File: src/rtl/multdiv_result_reader_if.sv
// Handshake bundle between the multdiv datapath, the result buffer and writeback.
// The master side drives results in and accepts them out; the slave side is the buffer.
interface multdiv_result_reader_if #(
    parameter int DEPTH = 2,
    parameter int TAG_W = 5
);
    localparam int CNT_W = $clog2(DEPTH) + 1;

    logic             in_valid;
    logic             in_ready;
    logic [63:0]      in_data;
    logic             in_is_div;
    logic             in_div_zero;
    logic [TAG_W-1:0] in_tag;
    logic             out_valid;
    logic             out_ready;
    logic [31:0]      out_data;
    logic             out_exception;
    logic [TAG_W-1:0] out_tag;
    logic [CNT_W-1:0] count;

    modport master (
        output in_valid, in_data, in_is_div, in_div_zero, in_tag, out_ready,
        input  in_ready, out_valid, out_data, out_exception, out_tag, count
    );

    modport slave (
        input  in_valid, in_data, in_is_div, in_div_zero, in_tag, out_ready,
        output in_ready, out_valid, out_data, out_exception, out_tag, count
    );
endinterface

File: src/rtl/multdiv_result_reader.sv
// Small FIFO reducing 64-bit multdiv results to a 32-bit writeback value plus exception flag.
// Optional same-cycle empty-queue bypass: define MULTDIV_RESULT_BYPASS_EN.
module multdiv_result_reader #(
    parameter int DEPTH = 2,
    parameter int TAG_W = 5
) (
    input  logic                    clk,
    input  logic                    reset,
    multdiv_result_reader_if.slave  bus
);
    localparam int PTR_W = $clog2(DEPTH);
    localparam int CNT_W = PTR_W + 1;

    // Bit 32 is the exception flag, bits 31:0 the writeback value.
    function automatic logic [32:0] reduce_result(
        input logic [63:0] raw,
        input logic        is_div,
        input logic        div_zero
    );
        logic [32:0] r;
        if (is_div) begin
            if (div_zero) begin
                r = {1'b1, 32'h0000_0000};
            end else begin
                r = {1'b0, raw[31:0]};
            end
        end else begin
            r = {~((raw[63:31] == {33{1'b0}}) || (raw[63:31] == {33{1'b1}})), raw[31:0]};
        end
        return r;
    endfunction

    logic [31:0]      data_mem_r [DEPTH];
    logic             exc_mem_r  [DEPTH];
    logic [TAG_W-1:0] tag_mem_r  [DEPTH];
    logic [PTR_W-1:0] wr_ptr_r;
    logic [PTR_W-1:0] rd_ptr_r;
    logic [CNT_W-1:0] count_r;

    logic [32:0]      in_reduced_s;
    logic             not_empty_s;
    logic             in_ready_s;
    logic             push_s;
    logic             write_s;
    logic             read_s;
    logic             out_valid_s;
    logic [32:0]      out_word_s;
    logic [TAG_W-1:0] out_tag_s;

    assign in_reduced_s = reduce_result(bus.in_data, bus.in_is_div, bus.in_div_zero);
    assign not_empty_s  = (count_r != {CNT_W{1'b0}});
    assign in_ready_s   = (count_r < CNT_W'(DEPTH));
    assign push_s       = bus.in_valid & in_ready_s;
    assign read_s       = not_empty_s & bus.out_ready;

`ifdef MULTDIV_RESULT_BYPASS_EN
    logic bypass_s;
    // An empty queue forwards the incoming result; it is stored only if writeback stalls.
    assign bypass_s    = ~not_empty_s & bus.in_valid;
    assign out_valid_s = not_empty_s | bypass_s;
    assign write_s     = push_s & ~(bypass_s & bus.out_ready);
`else
    assign out_valid_s = not_empty_s;
    assign write_s     = push_s;
`endif

    // Output select: head of storage, optional bypass, otherwise zeros.
    always_comb begin
        out_word_s = 33'h0_0000_0000;
        out_tag_s  = {TAG_W{1'b0}};
        if (not_empty_s) begin
            out_word_s = {exc_mem_r[rd_ptr_r], data_mem_r[rd_ptr_r]};
            out_tag_s  = tag_mem_r[rd_ptr_r];
        end
`ifdef MULTDIV_RESULT_BYPASS_EN
        else if (bypass_s) begin
            out_word_s = in_reduced_s;
            out_tag_s  = bus.in_tag;
        end
`endif
        else begin
            out_word_s = 33'h0_0000_0000;
            out_tag_s  = {TAG_W{1'b0}};
        end
    end

    // Pointer and occupancy tracking; full/empty come from count alone.
    always_ff @(posedge clk or negedge reset) begin
        if (!reset) begin
            wr_ptr_r <= {PTR_W{1'b0}};
            rd_ptr_r <= {PTR_W{1'b0}};
            count_r  <= {CNT_W{1'b0}};
        end else begin
            if (write_s) begin
                wr_ptr_r <= wr_ptr_r + PTR_W'(1'b1);
            end
            if (read_s) begin
                rd_ptr_r <= rd_ptr_r + PTR_W'(1'b1);
            end
            case ({write_s, read_s})
                2'b10:   count_r <= count_r + CNT_W'(1'b1);
                2'b01:   count_r <= count_r - CNT_W'(1'b1);
                default: count_r <= count_r;
            endcase
        end
    end

    // Entry storage; contents are deliberately left unreset.
    always_ff @(posedge clk) begin
        if (write_s) begin
            data_mem_r[wr_ptr_r] <= in_reduced_s[31:0];
            exc_mem_r[wr_ptr_r]  <= in_reduced_s[32];
            tag_mem_r[wr_ptr_r]  <= bus.in_tag;
        end
    end

    assign bus.in_ready      = in_ready_s;
    assign bus.out_valid     = out_valid_s;
    assign bus.out_data      = out_word_s[31:0];
    assign bus.out_exception = out_word_s[32];
    assign bus.out_tag       = out_tag_s;
    assign bus.count         = count_r;
endmodule

File: src/flat_wrapper.sv
// flat-port wrapper written by rule: the top's interface ports become plain ports
module multdiv_result_reader_flat 
#(
    parameter int DEPTH = 2,
    parameter int TAG_W = 5
)
  (clk, reset, bus_in_valid, bus_in_data, bus_in_is_div, bus_in_div_zero, bus_in_tag, bus_out_ready, bus_in_ready, bus_out_valid, bus_out_data, bus_out_exception, bus_out_tag, bus_count);
  multdiv_result_reader_if #(.DEPTH(DEPTH), .TAG_W(TAG_W)) bus_i ();
  input  logic clk;
  input  logic reset;
  input wire logic [$bits(bus_i.in_valid)-1:0] bus_in_valid;
  input wire logic [$bits(bus_i.in_data)-1:0] bus_in_data;
  input wire logic [$bits(bus_i.in_is_div)-1:0] bus_in_is_div;
  input wire logic [$bits(bus_i.in_div_zero)-1:0] bus_in_div_zero;
  input wire logic [$bits(bus_i.in_tag)-1:0] bus_in_tag;
  input wire logic [$bits(bus_i.out_ready)-1:0] bus_out_ready;
  output wire logic [$bits(bus_i.in_ready)-1:0] bus_in_ready;
  output wire logic [$bits(bus_i.out_valid)-1:0] bus_out_valid;
  output wire logic [$bits(bus_i.out_data)-1:0] bus_out_data;
  output wire logic [$bits(bus_i.out_exception)-1:0] bus_out_exception;
  output wire logic [$bits(bus_i.out_tag)-1:0] bus_out_tag;
  output wire logic [$bits(bus_i.count)-1:0] bus_count;
  assign bus_i.in_valid = bus_in_valid;
  assign bus_i.in_data = bus_in_data;
  assign bus_i.in_is_div = bus_in_is_div;
  assign bus_i.in_div_zero = bus_in_div_zero;
  assign bus_i.in_tag = bus_in_tag;
  assign bus_i.out_ready = bus_out_ready;
  assign bus_in_ready = bus_i.in_ready;
  assign bus_out_valid = bus_i.out_valid;
  assign bus_out_data = bus_i.out_data;
  assign bus_out_exception = bus_i.out_exception;
  assign bus_out_tag = bus_i.out_tag;
  assign bus_count = bus_i.count;
  multdiv_result_reader #(.DEPTH(DEPTH), .TAG_W(TAG_W)) u_core (.clk(clk), .reset(reset), .bus(bus_i));
endmodule
File: config.mk
export PLATFORM = sky130hd
export DESIGN_NAME = multdiv_result_reader_flat
export DESIGN_NICKNAME = d
export VERILOG_FILES = /design/src/rtl/multdiv_result_reader_if.sv /design/src/rtl/multdiv_result_reader.sv /design/src/flat_wrapper.sv
export SDC_FILE = /design/constraint.sdc
export NUM_CORES = 1
export LEC_CHECK = 0
export ABC_AREA = 1
export CELL_PAD_IN_SITES_DETAIL_PLACEMENT = 1
export CELL_PAD_IN_SITES_GLOBAL_PLACEMENT = 2
export CORE_ASPECT_RATIO = 1.4
export CORE_UTILIZATION = 30
export CTS_CLUSTER_DIAMETER = 200
export CTS_CLUSTER_SIZE = 28
export DETAILED_ROUTE_END_ITERATION = 10
export DONT_BUFFER_PORTS = 1
export PLACE_DENSITY_LB_ADDON = 0.12
export SLEW_MARGIN = 40
export SYNTH_ARGS = -nofsm -noshare
export SYNTH_HDL_FRONTEND = slang
export SYNTH_SLANG_ARGS = --single-unit
export TNS_END_PERCENT = 10
File: constraint.sdc
create_clock -name clk -period 4.2 [get_ports clk]
set_input_delay 1.05 -clock clk [delete_from_list [all_inputs] [get_ports clk]]
set_output_delay 1.05 -clock clk [all_outputs]
set_load 0.02 [all_outputs]
==> metrics.txt, run 1 <==
# TYPE chip_impl_metric gauge
chip_impl_metric{name="drt-vias-per-instance",unit=""} 4.52
chip_impl_metric{name="critPathMaxStageDelay",unit="ps"} 530
chip_impl_metric{name="pwr-share-clk",unit="%"} 24.2
chip_impl_metric{name="io_pins",unit=""} 117
chip_impl_metric{name="global_route_wire_length_before_repair",unit="um"} 12600
chip_impl_metric{name="post_cts_setup_buffer_count",unit=""} 0
chip_impl_metric{name="dieArea",unit="sq um"} 12600
chip_impl_metric{name="route.detailed.drc",unit=""} 0
chip_impl_metric{name="period_needed",unit="ps"} 2990
chip_impl_metric{name="drt_iter0_drc",unit=""} 81
chip_impl_metric{name="floorplan.die.width",unit="um"} 95.2
chip_impl_info{name="timing.critical_path.slowest_stage_cell",value="sky130_fd_sc_hd__inv_2"} 1
chip_impl_metric{name="timing.setup.tns",unit="ps"} 0
chip_impl_metric{name="synth_nets",unit=""} 430
chip_impl_metric{name="start_util",unit="%"} 30.9
chip_impl_metric{name="fin_worst_skew",unit="ps"} 8.39
chip_impl_metric{name="yosys.cell_types.count",unit=""} 20
chip_impl_info{name="mostFrequentLayoutCells",value="sky130_fd_sc_hd__nand2_1 (94), sky130_fd_sc_hd__edfxtp_1 (76), sky130_fd_sc_hd__nor2_1 (61)"} 1
chip_impl_metric{name="crit_path_max_fanout",unit=""} 38
chip_impl_metric{name="cts.path.max_buffers",unit=""} 2
chip_impl_metric{name="synth.cell_area",unit="sq um"} 3650
chip_impl_metric{name="switching_share",unit="%"} 41.8
chip_impl_metric{name="power_total",unit="W"} 0.00291
chip_impl_info{name="worstSetupEndpointType",value="primary output"} 1
chip_impl_metric{name="intPower",unit="W"} 0.00169
chip_impl_metric{name="ys_seq_area_share",unit="%"} 65.3
chip_impl_metric{name="postSynthAreaPerCell",unit="sq um"} 10.3
chip_impl_metric{name="pwr_density_cell",unit="nW/um^2"} 709
chip_impl_metric{name="cts_resized",unit=""} 0
chip_impl_info{name="run_status",value="completed"} 1
chip_impl_metric{name="htree_levels",unit=""} 3
chip_impl_metric{name="yosysWarningCount",unit=""} 0
chip_impl_metric{name="gr-total-overflow",unit=""} 0
chip_impl_metric{name="p_leak",unit="nW"} 1.55
chip_impl_metric{name="p_sw",unit="W"} 0.00122
chip_impl_metric{name="placement.io_buffers",unit=""} 0
chip_impl_metric{name="cts_inserted_buffers",unit=""} 9
chip_impl_metric{name="clkLatencyLatePin",unit="ps"} 330
chip_impl_metric{name="hold_violation_count_in_the_final_report",unit=""} 0
chip_impl_metric{name="number_of_global_route_vias_before_repair",unit=""} 2442
chip_impl_metric{name="post-route-util",unit="%"} 34.7
chip_impl_metric{name="routed_wire_length_per_instance",unit="um"} 15.9
chip_impl_info{name="cp_top_family",value="buffers and inverters"} 1
chip_impl_metric{name="finalWirelength",unit="um"} 8110
chip_impl_metric{name="nFillCells",unit=""} 1327
chip_impl_metric{name="number_of_sinks_on_the_clock_net",unit=""} 80
chip_impl_metric{name="num_vias",unit=""} 2299
chip_impl_metric{name="floorplan.rows",unit=""} 47
chip_impl_metric{name="fmax",unit="GHz"} 0.334
chip_impl_metric{name="worst_setup_hold_path_clk_slew",unit="ps"} 60
chip_impl_metric{name="grt_start_max_net_pins",unit=""} 40
chip_impl_info{name="hold_path.class",value="in2async"} 1
chip_impl_metric{name="seq_cells_post_synth",unit=""} 80
chip_impl_info{name="critical_path.startpoint_type",value="flop"} 1
chip_impl_metric{name="layout-drive-gt1-share",unit="%"} 16.6
chip_impl_metric{name="crit_buf_inv",unit=""} 1
chip_impl_metric{name="worst_slack",unit="ps"} 1210
chip_impl_metric{name="sequentialPowerShare",unit="%"} 38.6
chip_impl_metric{name="power_frac_comb",unit="%"} 37.2
chip_impl_info{name="synthDominantAreaCellType",value="sky130_fd_sc_hd__edfxtp_1"} 1
chip_impl_metric{name="diodes",unit=""} 0
chip_impl_metric{name="synth_top_area_share",unit="%"} 62.5
chip_impl_metric{name="max_cap_viol_count",unit=""} 0
chip_impl_metric{name="worst_ep_required_time",unit="ps"} 3150
chip_impl_info{name="ctsRootBufferMaster",value="sky130_fd_sc_hd__clkbuf_16"} 1
chip_impl_metric{name="core_area",unit="sq um"} 11800
chip_impl_info{name="rsz0062_at_grt",value="false"} 1
chip_impl_metric{name="place.detailed.instances",unit=""} 492
chip_impl_metric{name="timing.max_slew.rel_slack",unit="%"} 51.9
chip_impl_metric{name="gr-usage-all-layers",unit="%"} 13.8
chip_impl_metric{name="cts_hold_buf",unit=""} 0
chip_impl_metric{name="final_net_count",unit=""} 433
chip_impl_metric{name="die_height",unit="um"} 133
chip_impl_info{name="layout_commonest_cell",value="sky130_fd_sc_hd__nand2_1"} 1
chip_impl_metric{name="post_layout_nonfiller_instances",unit=""} 509
chip_impl_metric{name="routability_congestion_estimate_from_global_placement",unit=""} 0.727
chip_impl_metric{name="dp_hpwl",unit="um"} 5410
chip_impl_info{name="tritoncts",value="yes"} 1
chip_impl_info{name="critical_path_class",value="reg2out"} 1
chip_impl_metric{name="number_of_routed_nets_with_antenna_violations",unit=""} 0
chip_impl_info{name="critical_path.cell_chain",value="inv_2, nand2_1, a21oi_1"} 1
chip_impl_metric{name="min_period_over_period",unit="%"} 71.2
chip_impl_metric{name="final_max_slew_viols",unit=""} 0
chip_impl_metric{name="area_growth_syn_to_layout",unit="%"} 12.5
chip_impl_info{name="synth.area.top_cells",value="sky130_fd_sc_hd__edfxtp_1 (63%), sky130_fd_sc_hd__nand2_1 (9.7%), sky130_fd_sc_hd__nor2_1 (6.5%)"} 1
chip_impl_metric{name="crit_arrival",unit="ps"} 1940
chip_impl_metric{name="power.ir.vdd_worst",unit="uV"} 266
chip_impl_metric{name="preCtsSetupSlack",unit="ps"} 1540
chip_impl_metric{name="syn_inst",unit=""} 354
chip_impl_metric{name="grt_antenna_before_repair",unit=""} 0
chip_impl_metric{name="transition_time_of_the_tightest_slew_check_pin",unit="ps"} 721
chip_impl_metric{name="setup_viol",unit=""} 0
chip_impl_metric{name="detailedRoute.firstPassIterationCount",unit=""} 4
-- path summary, 6_finish.rpt --
path                       depth (start not counted)  slack (ps)                  endpoint           startpoint
setup / recovery                                   3        1210          bus_out_data[12]      u_core.rd_ptr_r
hold / removal                                     0         400           u_core.rd_ptr_r                reset
setup reg to reg                                   5        2080  u_core.data_mem_r[1][26]  u_core.bus.count[1]
hold reg to reg                                    2         650           u_core.wr_ptr_r      u_core.wr_ptr_r
max in group asynchronous                          0        3720           u_core.wr_ptr_r                reset
min in group clk                                   2         650           u_core.wr_ptr_r      u_core.wr_ptr_r
-- logic make-up after synthesis --
family | share of synthesized area [%]
DFF | 65.3
and+or+nand+nor | 19.1
buffers and inverters | 6.86
AOI/OAI and AO/OA | 7.44
adders and majority gates | 0.343
xor gates and xnor gates | 0.960
-- registers in the layout, summed over array words and instances (netlist names) --
| name | cells |
|---|---|
| u_core.bus.count | 2 |
| u_core.data_mem_r | 64 |
| u_core.exc_mem_r | 2 |
| u_core.rd_ptr_r | 1 |
| u_core.tag_mem_r | 10 |
| u_core.wr_ptr_r | 1 |
-- metal layers --
| layer | up-vias | track usage, % | share of wire (%) |
|---|---|---|---|
| met5 | - | 0 | 0 |
| met4 | 0 | 6.06 | 1.5 |
| met3 | 10 | 4.94 | 6.0 |
| met2 | 73 | 23.2 | 52 |
| met1 | 1067 | 15.4 | 40 |
| li1 | 1149 | - | - |
-- power groups by stage --
stage / combinational, W / sequential, W / clock [W]
after floorplan: 0.000909 / 0.00113 / 0
after global placement: 0.00108 / 0.00114 / 0
after detailed placement: 0.00111 / 0.00114 / 0
after CTS: 0.00112 / 0.00113 / 0.000731
after global routing: 0.00119 / 0.00114 / 0.000761
final: 0.00108 / 0.00112 / 0.000706
-- cell usage after synthesis --
cell type                   n
sky130_fd_sc_hd__dfrtp_1    4
sky130_fd_sc_hd__or3_1      1
sky130_fd_sc_hd__nor2_1    63
sky130_fd_sc_hd__nand2_1   94
sky130_fd_sc_hd__edfxtp_1  76
sky130_fd_sc_hd__o21ai_1    1
sky130_fd_sc_hd__xnor2_1    1
sky130_fd_sc_hd__buf_2      8
sky130_fd_sc_hd__buf_4      4
sky130_fd_sc_hd__a21oi_2   19
sky130_fd_sc_hd__a21oi_1   20
sky130_fd_sc_hd__nand2_2   11
sky130_fd_sc_hd__ha_1       1
sky130_fd_sc_hd__nand4_1    1
sky130_fd_sc_hd__inv_2      4
sky130_fd_sc_hd__nor2_2     2
sky130_fd_sc_hd__xor2_1     3
sky130_fd_sc_hd__nand3_1    3
sky130_fd_sc_hd__inv_1     35
sky130_fd_sc_hd__buf_6      3
-- worst reg2reg max path, cell delays in order, from the launching register on --
cell and delay, ps:
sky130_fd_sc_hd__dfrtp_1 490, sky130_fd_sc_hd__inv_2 180, sky130_fd_sc_hd__nand2_1 200, sky130_fd_sc_hd__nor2_4 440, sky130_fd_sc_hd__buf_8 230, sky130_fd_sc_hd__buf_4 250
-- area by class of cell --
cell class | count | area [sq um] | share of cell area, %
clock inverters | 6 | 45.0 | 1.10
repair buffers | 7 | 80.1 | 1.95
multi-input cells | 220 | 1040 | 25.3
clock buffers | 10 | 229 | 5.58
well taps | 147 | 184 | 4.48
inverters | 39 | 146 | 3.57
flip-flops and latches | 80 | 2380 | 58.1
-- through the flow --
step                      hold slack, ps  area (sq um)
after floorplan                      532          3650
after global placement               643          3790
after detailed placement             654          3820
after CTS                            388          4090
after global routing                 385          4110
final                                405          4110
No activity file was read; power rests on OpenSTA's default activity.
==> run 2, diff against run 1 <==
==> constraint.sdc (replaced) <==
create_clock -name clk -period 2.5 [get_ports clk]
set_input_delay 0.625 -clock clk [delete_from_list [all_inputs] [get_ports clk]]
set_output_delay 0.625 -clock clk [all_outputs]
set_load 0.02 [all_outputs]
==> run 2 against run 1 <==
Clock-buffer cell count is 1 lower; largest cell class unchanged; combinational power increased by 100%; register-to-register slack got worse by 1400 ps.
==> metrics.txt, run 2 (synthesis results as in run 1) <==
# TYPE chip_impl_metric gauge
chip_impl_metric{name="cts.path.max_buffers",unit=""} 2
chip_impl_metric{name="place.detailed.instances",unit=""} 517
chip_impl_metric{name="final_net_count",unit=""} 458
chip_impl_metric{name="floorplan.die.width",unit="um"} 95.2
chip_impl_info{name="rsz0062_at_grt",value="false"} 1
chip_impl_metric{name="finalHoldWorstSlack",unit="ps"} 384
chip_impl_metric{name="setup_viol",unit=""} 0
chip_impl_info{name="layout_commonest_cell",value="sky130_fd_sc_hd__nand2_1"} 1
chip_impl_info{name="mostFrequentLayoutCells",value="sky130_fd_sc_hd__nand2_1 (94), sky130_fd_sc_hd__edfxtp_1 (76), sky130_fd_sc_hd__nor2_1 (61)"} 1
chip_impl_metric{name="hold-path-cell-count",unit=""} 0
chip_impl_info{name="worstSetupEndpointType",value="primary output"} 1
chip_impl_metric{name="cts_resized",unit=""} 0
chip_impl_metric{name="gr-total-overflow",unit=""} 0
chip_impl_metric{name="num_vias",unit=""} 2450
chip_impl_metric{name="timing.setup.tns",unit="ps"} 0
chip_impl_metric{name="cts_inserted_buffers",unit=""} 9
chip_impl_metric{name="dieArea",unit="sq um"} 12600
chip_impl_metric{name="number_of_global_route_vias_before_repair",unit=""} 2662
chip_impl_metric{name="worst_ep_required_time",unit="ps"} 1880
chip_impl_info{name="critical_path.startpoint_type",value="flop"} 1
chip_impl_metric{name="io_pins",unit=""} 117
chip_impl_metric{name="drt-vias-per-instance",unit=""} 4.59
chip_impl_metric{name="post-route-util",unit="%"} 36.3
chip_impl_info{name="critical_path_class",value="reg2out"} 1
chip_impl_metric{name="routability_congestion_estimate_from_global_placement",unit=""} 0.696
chip_impl_metric{name="grt_start_max_net_pins",unit=""} 39
chip_impl_metric{name="area_growth_syn_to_layout",unit="%"} 17.6
chip_impl_metric{name="final_max_slew_viols",unit=""} 0
chip_impl_info{name="tritoncts",value="yes"} 1
chip_impl_metric{name="reg2reg_setup_slack",unit="ps"} 650
chip_impl_metric{name="finalWirelength",unit="um"} 8430
chip_impl_metric{name="post_layout_nonfiller_instances",unit=""} 534
chip_impl_info{name="register_containing_the_most_flip_flops_in_the_final_layout",value="u_core.data_mem_r"} 1
chip_impl_metric{name="power_total",unit="W"} 0.00526
chip_impl_metric{name="number_of_routed_nets_with_antenna_violations",unit=""} 0
chip_impl_metric{name="detailedRoute.firstPassIterationCount",unit=""} 4
chip_impl_metric{name="drt_iter0_drc",unit=""} 79
chip_impl_metric{name="layout-drive-gt1-share",unit="%"} 21.7
chip_impl_metric{name="number_of_sinks_on_the_clock_net",unit=""} 80
chip_impl_info{name="startpoint",value="u_core.bus.count[0]"} 1
chip_impl_info{name="worst_r2r_startpoint",value="u_core.bus.count[1]"} 1
chip_impl_metric{name="power.ir.vdd_worst",unit="uV"} 364
chip_impl_metric{name="ff_to_ff_path_depth",unit=""} 4
chip_impl_metric{name="core_area",unit="sq um"} 11800
chip_impl_metric{name="worst_setup_hold_path_clk_slew",unit="ps"} 60
chip_impl_metric{name="largest_register_ffs",unit=""} 64
chip_impl_metric{name="routed_wire_length_per_instance",unit="um"} 15.8
chip_impl_metric{name="dp_hpwl",unit="um"} 5710
chip_impl_metric{name="htree_levels",unit=""} 3
chip_impl_metric{name="nFillCells",unit=""} 1338
chip_impl_metric{name="max_cap_viol_count",unit=""} 0
chip_impl_metric{name="fmax",unit="GHz"} 0.441
chip_impl_metric{name="clkLatencyLatePin",unit="ps"} 330
chip_impl_metric{name="timing.max_slew.rel_slack",unit="%"} 55.5
chip_impl_metric{name="grt_antenna_before_repair",unit=""} 0
chip_impl_metric{name="route.detailed.drc",unit=""} 0
chip_impl_metric{name="p_leak",unit="nW"} 1.67
chip_impl_metric{name="min_period_over_period",unit="%"} 90.8
chip_impl_info{name="hold_path.class",value="in2reg"} 1
chip_impl_metric{name="placement.io_buffers",unit=""} 0
chip_impl_metric{name="crit_path_max_fanout",unit=""} 10
chip_impl_metric{name="die_height",unit="um"} 133
chip_impl_info{name="run_status",value="completed"} 1
chip_impl_info{name="r2r-end",value="u_core.data_mem_r[1][5]"} 1
chip_impl_metric{name="pwr_density_cell",unit="nW/um^2"} 1230
chip_impl_metric{name="transition_time_of_the_tightest_slew_check_pin",unit="ps"} 667
chip_impl_metric{name="gr-usage-all-layers",unit="%"} 14.4
chip_impl_metric{name="cts_hold_buf",unit=""} 1
chip_impl_info{name="reg.largest.list",value="u_core.data_mem_r (64), u_core.tag_mem_r (10)"} 1
chip_impl_metric{name="hold_violation_count_in_the_final_report",unit=""} 0
chip_impl_info{name="ctsRootBufferMaster",value="sky130_fd_sc_hd__clkbuf_16"} 1
chip_impl_info{name="holdPathEnd",value="u_core.tag_mem_r[1][4]"} 1
chip_impl_metric{name="diodes",unit=""} 0
chip_impl_metric{name="floorplan.rows",unit=""} 47
chip_impl_metric{name="period_needed",unit="ps"} 2270
chip_impl_metric{name="fin_worst_skew",unit="ps"} 8.33
chip_impl_metric{name="start_util",unit="%"} 30.9
chip_impl_info{name="worst_hold_startpoint",value="bus_in_tag[4]"} 1
chip_impl_metric{name="crit_arrival",unit="ps"} 1640
chip_impl_metric{name="global_route_wire_length_before_repair",unit="um"} 13300
chip_impl_metric{name="post_cts_setup_buffer_count",unit=""} 0
==> run 2: changes by cell type in the layout (fill, tap and decap cells not counted), sizes merged <==
cell         previous run  this run
clkbuf                 10         9
dlygate4sd3             0         1
inv                    40        41
buf                     7        31
==> run 2: how the worst max path moves through the flow <==
stage                              endpoint  slack (ps)  cells after the start
floorplan           u_core.data_mem_r[0][0]        -300                      3
global placement            bus_out_data[0]         600                      4
detailed placement          bus_out_data[1]         570                      4
CTS                         bus_out_data[1]         190                      4
global route                bus_out_data[2]         150                      4
finish                      bus_out_data[1]         230                      4
==> run 2: worst max-delay path, stage by stage, from the launching register on <==
cell and delay, ps:
sky130_fd_sc_hd__dfrtp_1 510, sky130_fd_sc_hd__nor2_4 290, sky130_fd_sc_hd__buf_4 260, sky130_fd_sc_hd__a21oi_1 80, sky130_fd_sc_hd__buf_4 160
==> run 2: through the flow <==
stage          setup WS, ps  cell area (sq um)
3_5_place_dp            572               4010
3_3_place_gp            596               4010
2_1_floorplan          -304               3650
6_report                231               4290
4_1_cts                 194               4290
5_1_grt                 146               4290
==> run 2: final cells by class <==
class | instances | area [sq um] | area share (%)
well taps | 147 | 184 | 4.29
clock buffers | 9 | 225 | 5.25
clock inverters | 7 | 46.3 | 1.08
flip-flops and latches | 80 | 2380 | 55.6
multi-input cells | 220 | 1040 | 24.2
repair buffers | 32 | 268 | 6.24
inverters | 39 | 146 | 3.41
==> run 2: layer usage <==
metal  track usage (%)  up-vias  share of wire [%]
li1                  -     1199                  -
met1              16.4     1168                 42
met2              25.0       70                 51
met3              2.70       13                4.2
met4              7.07        0                2.0
met5                 0        -                  0
==> run 2: report_power, final <==
| group | switching (W) | total [W] | internal (W) |
|---|---|---|---|
| combinational | 0.00150 | 0.00217 | 0.000676 |
| clock | 0.000525 | 0.00120 | 0.000672 |
| sequential | 0.000116 | 0.00189 | 0.00177 |
| total | 0.00214 | 0.00526 | 0.00312 |
==> RTL edit (config.mk and constraints of run 1) <==
`DEPTH` is set to 2 in 3 places; all go to 4.
--- a/src/rtl/multdiv_result_reader_if.sv
+++ b/src/rtl/multdiv_result_reader_if.sv
@@ -3,3 +3,3 @@
 interface multdiv_result_reader_if #(
-    parameter int DEPTH = 2,
+    parameter int DEPTH = 4,
     parameter int TAG_W = 5
--- a/src/rtl/multdiv_result_reader.sv
+++ b/src/rtl/multdiv_result_reader.sv
@@ -3,3 +3,3 @@
 module multdiv_result_reader #(
-    parameter int DEPTH = 2,
+    parameter int DEPTH = 4,
     parameter int TAG_W = 5
--- a/src/flat_wrapper.sv
+++ b/src/flat_wrapper.sv
@@ -3,3 +3,3 @@
 #(
-    parameter int DEPTH = 2,
+    parameter int DEPTH = 4,
     parameter int TAG_W = 5
Ports: changed (resized bus_count); port bits go from 117 to 118. No check against the original RTL was run, so the function may have changed too.
==> RTL edit against run 1 <==
Worst setup slack worse by 0.64 ns; clock skew about the same; sequential cell count grew 79; sequential power rose by 99%; synthesized cell count rose by 76%; synthesized area rose by 87%; routed wire length rose by 110%; final cell count grew 83%; power grew 98%; critical path depth is the same; hold slack worse by 0.089 ns; final area is 89% higher; die area increased by 85%; global-route usage rose by 1.8 points.
==> RTL edit: results (changes against run 1) <==
[critical_path]
critical_path_arrival_ns = 2.59  ; was 1.94 ns
ff2ff_setup_slack_ns = 1.68  ; was 2.08 ns
crit_slowest_cell = dfrtp_4  ; was inv_2
slowest_delay_ns = 0.65  ; was 0.53 ns
r2r-end = u_core.bus.count[1]  ; was u_core.data_mem_r[1][26]
r2r_cells = 7  ; was 5
crit_fanout = 76  ; was 38
timing.rr.start = u_core.bus.count[0]  ; was u_core.bus.count[1]

[yosys]
ys_warn_count = 0  ; unchanged
avgSynthCellArea_um2 = 10.9  ; was 10.3 um^2
yosys.cell_types.count = 25  ; was 20
syn_nets = 705  ; was 430
synth_edf_count = 152  ; was 76
async_flop_share = 0.0440  ; was 0.0500
synthTopCellsByCount = nor2_1, edfxtp_1, o21ai_0, inv_1, a21oi_1  ; was nand2_1, edfxtp_1, nor2_1, inv_1, a21oi_1
yosysSeqAreaShare = 0.695  ; was 0.653
synth.top_cell.area_share = 0.669  ; was 0.625
synthTopCellsByArea = edfxtp_1, nor2_1, o21ai_0, a21oi_1, dfrtp_1  ; was edfxtp_1, nand2_1, nor2_1, a21oi_2, inv_1

[detailed_routing]
vias = 4272  ; was 2299
drt_first_pass_iters = 4  ; unchanged
wire_per_inst_um = 18.3  ; was 15.9 um
first_iter_violations = 240  ; was 81

[pwr]
p_leak_uw = 0.00272  ; was 0.00155 uW
ir_worst_vdd_mv = 0.283  ; was 0.266 mV
power_density_nw_per_um2 = 743  ; was 709 nW/um^2

[placement]
pre_cts_ws_ns = 0.940  ; was 1.54 ns
dp_cells = 897  ; was 492
place_area_um2 = 7110  ; was 3820 um^2
numPortBuffers = 0  ; unchanged
routabilityCongestion = 0.658  ; was 0.727
dp_hpwl_um = 10300  ; was 5410 um

[layout]
drive_above_1_share = 0.0759  ; was 0.166
stdcell_count = 929  ; was 509
fillers = 2487  ; was 1327
top_regs = u_core.data_mem_r x128, u_core.tag_mem_r x20, u_core.exc_mem_r x4  ; was u_core.data_mem_r x64, u_core.tag_mem_r x10
num_antenna_cells = 0  ; unchanged
largest-register = u_core.data_mem_r  ; unchanged
nets = 700  ; was 433

[global_route]
grt_max_degree = 77  ; was 40
grt_use_total = 0.156  ; was 0.138
gr-total-overflow = 0  ; unchanged
grt_pass1_vias = 4670  ; was 2442
grt_pass1_wl_um = 26800  ; was 12600 um

[cts]
cts-resized-gates = 0  ; unchanged
clk_latency_ns = 0.42  ; was 0.33 ns
root_buffer = clkbuf_16  ; unchanged
postCtsSetupBuffers = 0  ; unchanged
clk_path_buf_depth = 2  ; unchanged
clk_pin_slew_ns = 0.06  ; about the same
htree_levels = 4  ; was 3
cts_buffers = 17  ; was 9

[status]
status = complete, no violations  ; unchanged

[sta]
period_share = 0.866  ; was 0.712
fin_skew_ns = 0.00871  ; was 0.00839 ns
maxSlewHeadroom = 0.492  ; was 0.519

## RTL edit: changes by cell type in the layout (fill, tap and decap cells not counted), sizes merged, moves of 7 or more
cell           run 1  this run
o21ai              1        78
edfxtp            76       152
nor2              65       219
inv               40        47
clkbuf            10        23
nand2            105        31
## RTL edit: cell type report
cell class | instances | share of cell area
well taps | 297 | 0.0479
clock inverters | 9 | 0.0200
clock buffers | 23 | 0.0630
multi-input cells | 385 | 0.223
inverters | 48 | 0.0241
flip-flops and latches | 159 | 0.613
repair buffers | 8 | 0.00936
## RTL edit: layer usage
metal	track usage	wire length, um	vias to the layer above
met4	0.0540	246	0
met1	0.181	7110	2069
met2	0.273	8840	105
li1	-	-	2083
met5	0	0	-
met3	0.0436	806	15
## RTL edit: how the worst max path moves through the flow
stage,start,to,cells past startpoint
3_5_place_dp,u_core.rd_ptr_r[0],bus_out_data[6],3
4_1_cts,u_core.rd_ptr_r[0],bus_out_data[6],3
5_1_grt,u_core.rd_ptr_r[0],bus_out_data[2],5
3_3_place_gp,u_core.rd_ptr_r[1],bus_out_data[4],4
6_report,u_core.rd_ptr_r[0],bus_out_data[6],3
2_1_floorplan,bus_in_valid,u_core.data_mem_r[0][0],2
## RTL edit: stage by stage
stage | utilization | hold slack [ns]
finish | 0.351 | 0.316
global route | 0.351 | 0.290
CTS | 0.351 | 0.293
detailed placement | 0.322 | 0.612
global placement | 0.321 | 0.585
floorplan | - | 0.557
## RTL edit: cells by family (layout without fill, tap and decap cells)
logic type / count (synthesis) / in the layout / synth area share
and+or+nand+nor: 256 / 256 / 0.143
xor gates and xnor gates: 5 / 5 / 0.00642
AOI/OAI and AO/OA: 118 / 118 / 0.0866
adders and majority gates: 6 / 6 / 0.0121
DFF: 159 / 159 / 0.695
buffers and inverters: 80 / 88 / 0.0567
## RTL edit: report_power, final
part | switching (uW) | internal, uW | leakage, uW
logic | 1430 | 432 | 0.000938
registers | 229 | 2000 | 0.00147
clock network | 599 | 1060 | 0.000313
total | 2260 | 3490 | 0.00272
## RTL edit: worst max-delay path, delay by kind of cell (launching register included)
| family | cells | cell delay (ns) |
|---|---|---|
| compound gates | 2 | 0.83 |
| buf+inv | 1 | 0.64 |
| flops | 1 | 0.65 |
